File: config.mk
export PLATFORM = sky130hd
export DESIGN_NAME = ucode_load_ctrl
export DESIGN_NICKNAME = d
export VERILOG_FILES = /design/src/rtl/ucode_load_ctrl_pkg.sv /design/src/rtl/ucode_load_ctrl_beat_pack.sv /design/src/rtl/ucode_load_ctrl.sv
export SDC_FILE = /design/constraint.sdc
export NUM_CORES = 1
export LEC_CHECK = 0
export CAP_MARGIN = 25
export CORE_ASPECT_RATIO = 1.75
export CORE_MARGIN = 4
export CORE_UTILIZATION = 44
export DETAILED_ROUTE_END_ITERATION = 10
export PLACE_DENSITY = 0.82
export SLEW_MARGIN = 10
export SYNTH_ARGS = -nofsm -noshare
export SYNTH_HDL_FRONTEND = slang
export SYNTH_SLANG_ARGS = --single-unit
File: constraint.sdc
create_clock -name clk -period 2.65 [get_ports clk]
set_input_delay 0.6625 -clock clk [delete_from_list [all_inputs] [get_ports clk]]
set_output_delay 0.6625 -clock clk [all_outputs]
set_load 0.02 [all_outputs]
File: src/rtl/ucode_load_ctrl_pkg.sv
// Shared constants, FSM state encoding and beat helpers for the microcode loader.
// Imported by ucode_load_ctrl and its beat packer.
package ucode_load_ctrl_pkg;

    localparam int AW     = 14;
    localparam int DW     = 49;
    localparam int BW     = 16;
    localparam int NBEATS = 4;
    localparam int BCW    = 2;

    localparam logic [BCW-1:0] LAST_BEAT = 2'd3;

    typedef enum logic [2:0] {
        ST_IDLE      = 3'd0,
        ST_COLLECT   = 3'd1,
        ST_WAIT_SLOT = 3'd2,
        ST_WRITE     = 3'd3,
        ST_RD_ISSUE  = 3'd4,
        ST_RD_WAIT   = 3'd5
    } load_state_e;

    function automatic logic is_last_beat(input logic [BCW-1:0] cnt);
        return (cnt == LAST_BEAT);
    endfunction

endpackage

File: src/rtl/ucode_load_ctrl_beat_pack.sv
// Beat counter plus 49-bit assembly register: beat 0 fills bits 15:0, beat 3
// contributes only bit 48.
module ucode_beat_pack
    import ucode_load_ctrl_pkg::*;
(
    input  logic           clk,
    input  logic           reset,
    input  logic           clr,
    input  logic           take,
    input  logic [BW-1:0]  data,
    output logic [BCW-1:0] beat_cnt,
    output logic [DW-1:0]  word
);

    logic [BCW-1:0] beat_cnt_r;
    logic [DW-1:0]  word_r;

    // Count accepted beats and drop each one into its slot of the word.
    always_ff @(posedge clk or negedge reset) begin
        if (!reset) begin
            beat_cnt_r <= {BCW{1'b0}};
            word_r     <= {DW{1'b0}};
        end else if (clr) begin
            beat_cnt_r <= {BCW{1'b0}};
        end else if (take) begin
            beat_cnt_r <= beat_cnt_r + 2'd1;
            case (beat_cnt_r)
                2'd0:    word_r[BW-1:0]      <= data;
                2'd1:    word_r[2*BW-1:BW]   <= data;
                2'd2:    word_r[3*BW-1:2*BW] <= data;
                2'd3:    word_r[DW-1]        <= data[0];
                default: word_r              <= word_r;
            endcase
        end else begin
            beat_cnt_r <= beat_cnt_r;
        end
    end

    assign beat_cnt = beat_cnt_r;
    assign word     = word_r;

endmodule

File: src/rtl/ucode_load_ctrl.sv
// Shares the 16Kx49 microcode RAM port between the CPU and a host loader that
// packs 16-bit beats into microinstructions and can read words back.
module ucode_load_ctrl
    import ucode_load_ctrl_pkg::*;
(
    input  logic          clk,
    input  logic          reset,
    input  logic [AW-1:0] cpu_pc,
    input  logic [DW-1:0] cpu_iwr,
    input  logic          cpu_iwe,
    input  logic          machrun,
    input  logic          state_write,
    input  logic [AW-1:0] ld_addr,
    input  logic          ld_addr_we,
    input  logic          ld_valid,
    input  logic [BW-1:0] ld_data,
    output logic          ld_ready,
    input  logic          rd_req,
    output logic          rd_valid,
    output logic [DW-1:0] rd_data,
    input  logic [DW-1:0] iram_q,
    output logic [AW-1:0] iram_addr,
    output logic [DW-1:0] iram_wdata,
    output logic          iram_we,
    output logic          busy,
    output logic          wrapped
);

    load_state_e    state_r;
    logic [AW-1:0]  pointer_r;
    logic           wrapped_r;
    logic           ld_ready_r;
    logic           busy_r;
    logic           rd_valid_r;
    logic [DW-1:0]  rd_data_r;

    logic           loader_slot_s;
    logic           grant_s;
    logic           ld_wr_s;
    logic           ld_rd_s;
    logic           take_s;
    logic [BCW-1:0] beat_cnt_s;
    logic [DW-1:0]  word_s;

    // A pending CPU write is never displaced, even while the CPU is halted.
    assign loader_slot_s = !machrun | (state_write & !cpu_iwe);
    assign grant_s       = loader_slot_s & !cpu_iwe & !ld_addr_we;
    assign ld_wr_s       = (state_r == ST_WAIT_SLOT) & grant_s;
    assign ld_rd_s       = (state_r == ST_RD_ISSUE) & grant_s;
    assign take_s        = ld_valid & ld_ready_r & !ld_addr_we &
                           ((state_r == ST_IDLE) | (state_r == ST_COLLECT));

    ucode_beat_pack u_pack (
        .clk      (clk),
        .reset    (reset),
        .clr      (ld_addr_we),
        .take     (take_s),
        .data     (ld_data),
        .beat_cnt (beat_cnt_s),
        .word     (word_s)
    );

    // Loader sequencing, pointer/wrap tracking and registered handshake flags.
    always_ff @(posedge clk or negedge reset) begin
        if (!reset) begin
            state_r    <= ST_IDLE;
            pointer_r  <= {AW{1'b0}};
            wrapped_r  <= 1'b0;
            ld_ready_r <= 1'b1;
            busy_r     <= 1'b0;
            rd_valid_r <= 1'b0;
            rd_data_r  <= {DW{1'b0}};
        end else begin
            rd_valid_r <= 1'b0;
            if (ld_addr_we) begin
                pointer_r  <= ld_addr;
                wrapped_r  <= 1'b0;
                state_r    <= ST_IDLE;
                ld_ready_r <= 1'b1;
                busy_r     <= 1'b0;
            end else begin
                case (state_r)
                    ST_IDLE: begin
                        if (take_s) begin
                            if (is_last_beat(beat_cnt_s)) begin
                                state_r    <= ST_WAIT_SLOT;
                                ld_ready_r <= 1'b0;
                                busy_r     <= 1'b1;
                            end else begin
                                state_r    <= ST_COLLECT;
                            end
                        end else if (rd_req) begin
                            state_r    <= ST_RD_ISSUE;
                            ld_ready_r <= 1'b0;
                            busy_r     <= 1'b1;
                        end else begin
                            state_r    <= ST_IDLE;
                        end
                    end
                    ST_COLLECT: begin
                        if (take_s && is_last_beat(beat_cnt_s)) begin
                            state_r    <= ST_WAIT_SLOT;
                            ld_ready_r <= 1'b0;
                            busy_r     <= 1'b1;
                        end else begin
                            state_r    <= ST_COLLECT;
                        end
                    end
                    ST_WAIT_SLOT: begin
                        // The write itself happens combinationally in the granted cycle.
                        if (grant_s) begin
                            pointer_r  <= pointer_r + 14'd1;
                            wrapped_r  <= wrapped_r | (pointer_r == {AW{1'b1}});
                            state_r    <= ST_IDLE;
                            ld_ready_r <= 1'b1;
                            busy_r     <= 1'b0;
                        end else begin
                            state_r    <= ST_WAIT_SLOT;
                        end
                    end
                    ST_RD_ISSUE: begin
                        if (grant_s) begin
                            state_r    <= ST_RD_WAIT;
                            rd_valid_r <= 1'b1;
                        end else begin
                            state_r    <= ST_RD_ISSUE;
                        end
                    end
                    ST_RD_WAIT: begin
                        rd_data_r  <= iram_q;
                        state_r    <= ST_IDLE;
                        ld_ready_r <= 1'b1;
                        busy_r     <= 1'b0;
                    end
                    default: begin
                        state_r    <= ST_IDLE;
                        ld_ready_r <= 1'b1;
                        busy_r     <= 1'b0;
                    end
                endcase
            end
        end
    end

    // RAM port mux: loader only in its granted write or read-issue cycle.
    always_comb begin
        iram_addr  = cpu_pc;
        iram_wdata = cpu_iwr;
        iram_we    = cpu_iwe;
        if (ld_wr_s) begin
            iram_addr  = pointer_r;
            iram_wdata = word_s;
            iram_we    = 1'b1;
        end else if (ld_rd_s) begin
            iram_addr  = pointer_r;
            iram_wdata = cpu_iwr;
            iram_we    = 1'b0;
        end else begin
            iram_addr  = cpu_pc;
            iram_wdata = cpu_iwr;
            iram_we    = cpu_iwe;
        end
    end

    // RAM data arrives in the valid cycle; the captured copy holds it afterwards.
    assign rd_data  = rd_valid_r ? iram_q : rd_data_r;
    assign rd_valid = rd_valid_r;
    assign ld_ready = ld_ready_r;
    assign busy     = busy_r;
    assign wrapped  = wrapped_r;

endmodule

**After elaboration in Yosys (flattened, before gate mapping)**

Cells that the tools add are included.

- Output and inout port bits: 117
- Input port bits: 150
- Logic and storage cells: 94
- Flip-flop bits (word level): 121

- Eq/ne operators: 13
- Reductions and logical operators: 16
- Bitwise logic cells: 12
- $add $sub $neg: 2
- Multiplexer cells: 39

Operator list:

| operator | count |
|---|---|
| 49-bit two-way mux | 2 |
| 14-bit two-way mux | 5 |
| 1-bit two-way mux | 21 |
| 14-bit by 1-bit adder with 14-bit output (second input constant) | 1 |
| 14-bit equality test (second input constant) | 1 |
| 3-bit case mux with 4 select lines | 1 |
| 3-bit AND reduction | 4 |
| 2-bit two-way mux | 5 |
| 3-bit two-way mux | 3 |
| 1-bit bitwise AND | 8 |
| 1-bit case mux with 4 select lines | 2 |
| 3-bit equality test (second input constant) | 2 |
| 2-bit nonzero test | 3 |
| 5-bit AND reduction | 1 |
| 2-bit equality test (second input constant) | 2 |
| 4-bit by 3-bit != test with 1-bit output (second input constant) | 1 |
| 4-bit != test (second input constant) | 1 |
| 2-bit AND reduction | 2 |
| 3-bit by 1-bit equality test with 1-bit output (second input constant) | 1 |
| 3-bit by 2-bit equality test with 1-bit output (second input constant) | 1 |
| 1-bit logical NOT | 3 |
| 3-bit logical NOT | 1 |
| 3-bit by 2-bit != test with 1-bit output (second input constant) | 1 |
| 3-bit != test (second input constant) | 1 |
| 7 further kinds | 9 |

**Logic depth before layout (Yosys ltp)**

- Depth after elaboration: 8
- Mapped depth: 6
- Depth with buffers taken out: 5

**By module**

Synthesis repeated with hierarchy kept, for this count alone.

- Cell total of the unflattened synthesis: 480
- Area, all modules: 6531.3 sq um

By module, submodules not included:

| module | times used | area each (sq um) | sequential area each (sq um) | cells an instance |
|---|---|---|---|---|
| ucode_load_ctrl | 1 | 4394.2 | 1752.9 | 362 |
| ucode_beat_pack | 1 | 2137.0 | 1276.2 | 118 |

**Least setup slack after synthesis**

Ideal clock, no wire load.

- Kind: reg-to-output
- From: register state_r[0]
- To: output port iram_wdata[0]
- Stages on the path, launching flop included: 7
- Buffers on the path: 3
- Arrival time: 1.923 ns
- Data required time: 1.987 ns
- Setup slack: 0.065 ns
- Cell sequence: dfrtp_1 -> buf_6 -> or3b_4 -> buf_6 -> nor4_4 -> buf_6 -> mux2_1

- Longest elaborated chain between the ends: 3

RTL lines:

| element | line | source |
|---|---|---|
| start, declared | ucode_load_ctrl.sv:29 | `load_state_e state_r;` |
| start signal, assigned | ucode_load_ctrl.sv:66 | `state_r <= ST_IDLE;` |
| start signal, assigned | ucode_load_ctrl.sv:78 | `state_r <= ST_IDLE;` |
| start signal, assigned | ucode_load_ctrl.sv:86 | `state_r <= ST_WAIT_SLOT;` |
| 3-bit by 2-bit equality test with 1-bit output | ucode_load_ctrl.sv:48 | `assign ld_wr_s = (state_r == ST_WAIT_SLOT) & grant_s;` |
| 1-bit bitwise AND | ucode_load_ctrl.sv:48 |  |
| 49-bit two-way mux | ucode_load_ctrl.sv:150 | `if (ld_wr_s) begin` |
| end, declared | ucode_load_ctrl.sv:23 | `output logic [DW-1:0] iram_wdata,` |

Every way passes these cells.

**Final worst setup path**

- From: register state_r[0]
- To: output port iram_wdata[16]

The elaborated chain is that of the path after synthesis.

==> flow_summary.yaml <==
logic_synthesis:
  synthTopCellsByArea: "dfrtp_1 46%, mux2_2 35%, mux2_1 1.7%"
  synth.avg_cell_area_um2: 13.1
  synth_compound_area_share_pct: 3.81
  synthSimpleGateAreaFrac_pct: 7.37
  async_flop_share_pct: 100
  synth_edf_count: 0
  syn_inst: 495
  syn_area_mm2: 0.00647
  yosys_warnings: 0
  ys_seq_elements: 121
  synth_top_family_by_area: "multiplexers"
  yosys.area.top_type: "dfrtp_1"
  yosysUniqueCellTypes: 53
  synth_top_area_share_pct: 46.4
  synthAdderAreaFrac_pct: 0.967
  synthMuxAreaShare_pct: 36.9
  synth_xor_area_share_pct: 0.542
  mappedNetlistNets: 650
  synthFlopType: "dfrtp_1"
  yosysSeqAreaShare_pct: 46.8
critical_path:
  cp_slowest_cell: "dfrtp_1"
  crit_chain: "or3b_4 > nor4_4 > buf_6 > buf_12 > buf_16 > mux2_4 > buf_6"
  path_class: "reg2out"
  crit_path_end_kind: "output port"
  cp_max_fo: 8
  cp_data_required_time_ns: 1.99
  path_common_cell: "buf_6"
  start_kind: "flip-flop"
  cp_data_arrival_time_ns: 2.28
  cp_slowest_stage_delay_ns: 0.41
  rrSetupSlack_ns: 0.58
job:
  cap_violations: 0
cells_and_area:
  final_common_cell: "mux2_2"
  fill_cells: 976
  seq_area_mm2: 0.00303
  nets: 942
  multi_input_area_mm2: 0.00337
  num_antenna_cells: 0
  layout_common_cells: "172 x mux2_2, 166 x clkdlybuf4s50_1, 119 x dfrtp_1, 41 x buf_6, 33 x mux2_4"
  drive_above_1_share_pct: 44.8
  area_growth_pct: 59.6
clock_network:
  root_buffer: "clkbuf_16"
  cts_tree: "done"
  numClockSinks: 121
  cts.clk_slew.worst_paths_ns: 0.06
  cts_buffers: 17
  cts-htree-levels: 4
  clk_latency_ns: 0.42
  max-clock-path-buffers: 2
drt:
  drt_pass1_iterations: 4
  drc: 0
  ant_nets: 0
  via_per_inst: 5.39
  wl_per_cell_um: 20.9
  drt-total-wl_um: 20500
  num_vias: 5283
  drtIter0Drc: 182
power_and_ir_drop:
  power_leakage_nw: 4.55
  vdd_drop_max_mv: 0.519
  p_per_area_mw_per_mm2: 772
sta:
  rsz0062_at_grt: "true"
  drv_slew: 0
  skew_ns: 0.0123
  fmax_mhz: 340
  slew_headroom_pct: 56.5
  post-route-min-period_ns: 2.94
  worst_pin_slew_ns: 0.652
  hold_ws_ns: 0.322
  finalCritPeriodShare_pct: 111
  setup_slack_ns: -0.291
  finalHoldViolCount: 0
  setup_viol: 50
floorplanning:
  rows: 58
  die_h_um: 168
  start_util_pct: 45.0
  die_area_mm2: 0.0168
  io_pins: 267
  die_x_um: 99.6
  core_mm2: 0.0144
status:
  violations: "setup timing"
  status: "complete, but fails checks"
global_route:
  antenna_found_initial: 0
  overflow: 0
  grt_pass1_vias: 5952
  grt_pass1_wl_um: 32200
  grt_start_max_net_pins: 122
  grt_usage_pct: 24.6
min_path:
  hold_class: "in2async"
placement:
  place_congestion: 0.828
  dp_slack_ns: -0.836
  port_buffers: 266
  dp_hpwl_um: 14400
## power by group
| part | switching [mW] | internal, mW | total [mW] |
|---|---|---|---|
| logic | 1.14 | 1.46 | 2.60 |
| registers | 0.401 | 2.48 | 2.88 |
| clock network | 0.877 | 1.61 | 2.49 |
## kinds of logic (layout without fill, tap and decap cells)
logic type / after synthesis / after routing
compound gates: 36 / 36
xor+xnor: 4 / 4
fa+ha+maj: 5 / 5
buf+inv: 38 / 343
flops: 121 / 121
mux: 212 / 212
simple gates: 79 / 79
## what timing repair did
item / 4_1_cts / 5_1_grt
gates resized for setup: 396 / 25
hold endpoints to repair: 0 / 0
setup buffers: 4 / 4
hold buffers: 0 / 0
setup endpoints to repair: 108 / 59
cloned: 5 / 0
pin swaps: 4 / 1
## final timing paths
kind / start / end / cells past startpoint
min in group clk: rd_data_r[1]$_DFFE_PN0P_ / rd_data_r[1]$_DFFE_PN0P_ / 1
hold / removal: reset / u_pack.word[36]$_DFFE_PN0P_ / 2
hold reg to reg: rd_data_r[1]$_DFFE_PN0P_ / rd_data_r[1]$_DFFE_PN0P_ / 1
setup reg to reg: state_r[0]$_DFF_PN0_ / pointer_r[8]$_DFFE_PN0P_ / 7
max in group asynchronous: reset / rd_valid$_DFF_PN0_ / 2
setup / recovery: state_r[0]$_DFF_PN0_ / iram_wdata[16] / 7
## registers in the layout, summed over array words and instances, names as in the netlist
name,flops
rd_data_r,49
u_pack.word,49
pointer_r,14
state_r,3
u_pack.beat_cnt,2
busy,1
ld_ready,1
rd_valid,1
wrapped,1
## stage by stage
| stage | setup TNS [ns] | power (mW) | utilization [%] | std cells | cell area, um2 |
|---|---|---|---|---|---|
| after global placement | -51.04 | 5.45 | 65.7 | 937 | 9440 |
| final | -11.68 | 7.97 | 71.8 | 980 | 10300 |
| after CTS | -19.24 | 8.00 | 71.5 | 978 | 10300 |
| after floorplan | 0 | 4.22 | - | 495 | 6470 |
| after detailed placement | -57.43 | 5.57 | 65.7 | 937 | 9440 |
| after global routing | -15.86 | 8.33 | 71.8 | 980 | 10300 |
## Yosys cell counts (2+ instances only)
library cell and number:
dfrtp_1 120, buf_2 12, o31ai_1 5, clkbuf_1 4, inv_1 7, xnor2_1 3
a21oi_1 4, a31oi_1 7, ha_1 5, nor3_4 2, o31a_1 2, o211ai_1 2
nor2_1 11, nand2b_1 2, nor2b_1 2, mux2_1 10, nand2_1 20, nor3_1 6
buf_1 4, nor4_1 4, a21boi_0 2, nand2_2 3, buf_6 8, and3_1 2
mux2_2 200, o21ai_0 6, nand3b_1 2, or4_1 5, nand3_1 7, mux2i_1 2
o41ai_1 4
## layer usage
metal / GRT usage, % / up-vias / wire length, um
li1: - / 2402 / -
met3: 5.27 / 58 / 1210
met2: 46.3 / 236 / 11700
met1: 25.6 / 2587 / 6830
met5: 0 / - / 0
met4: 10.9 / 0 / 833
## critical path, delay by kind of cell (launching register included)
family                 cells  cell delay [ns]
buffers and inverters      4             0.58
AND/OR/NAND/NOR            2             0.56
flip-flops                 1             0.41
multiplexers               1             0.31
## cell type report
class | count | share of cell area [%]
flip-flops and latches | 121 | 29.4
clock buffers | 19 | 4.29
clock inverters | 13 | 1.89
well taps | 180 | 2.18
inverters | 8 | 0.291
repair buffers | 303 | 29.4
multi-input cells | 336 | 32.6
Power figures use the tool's default switching activity.
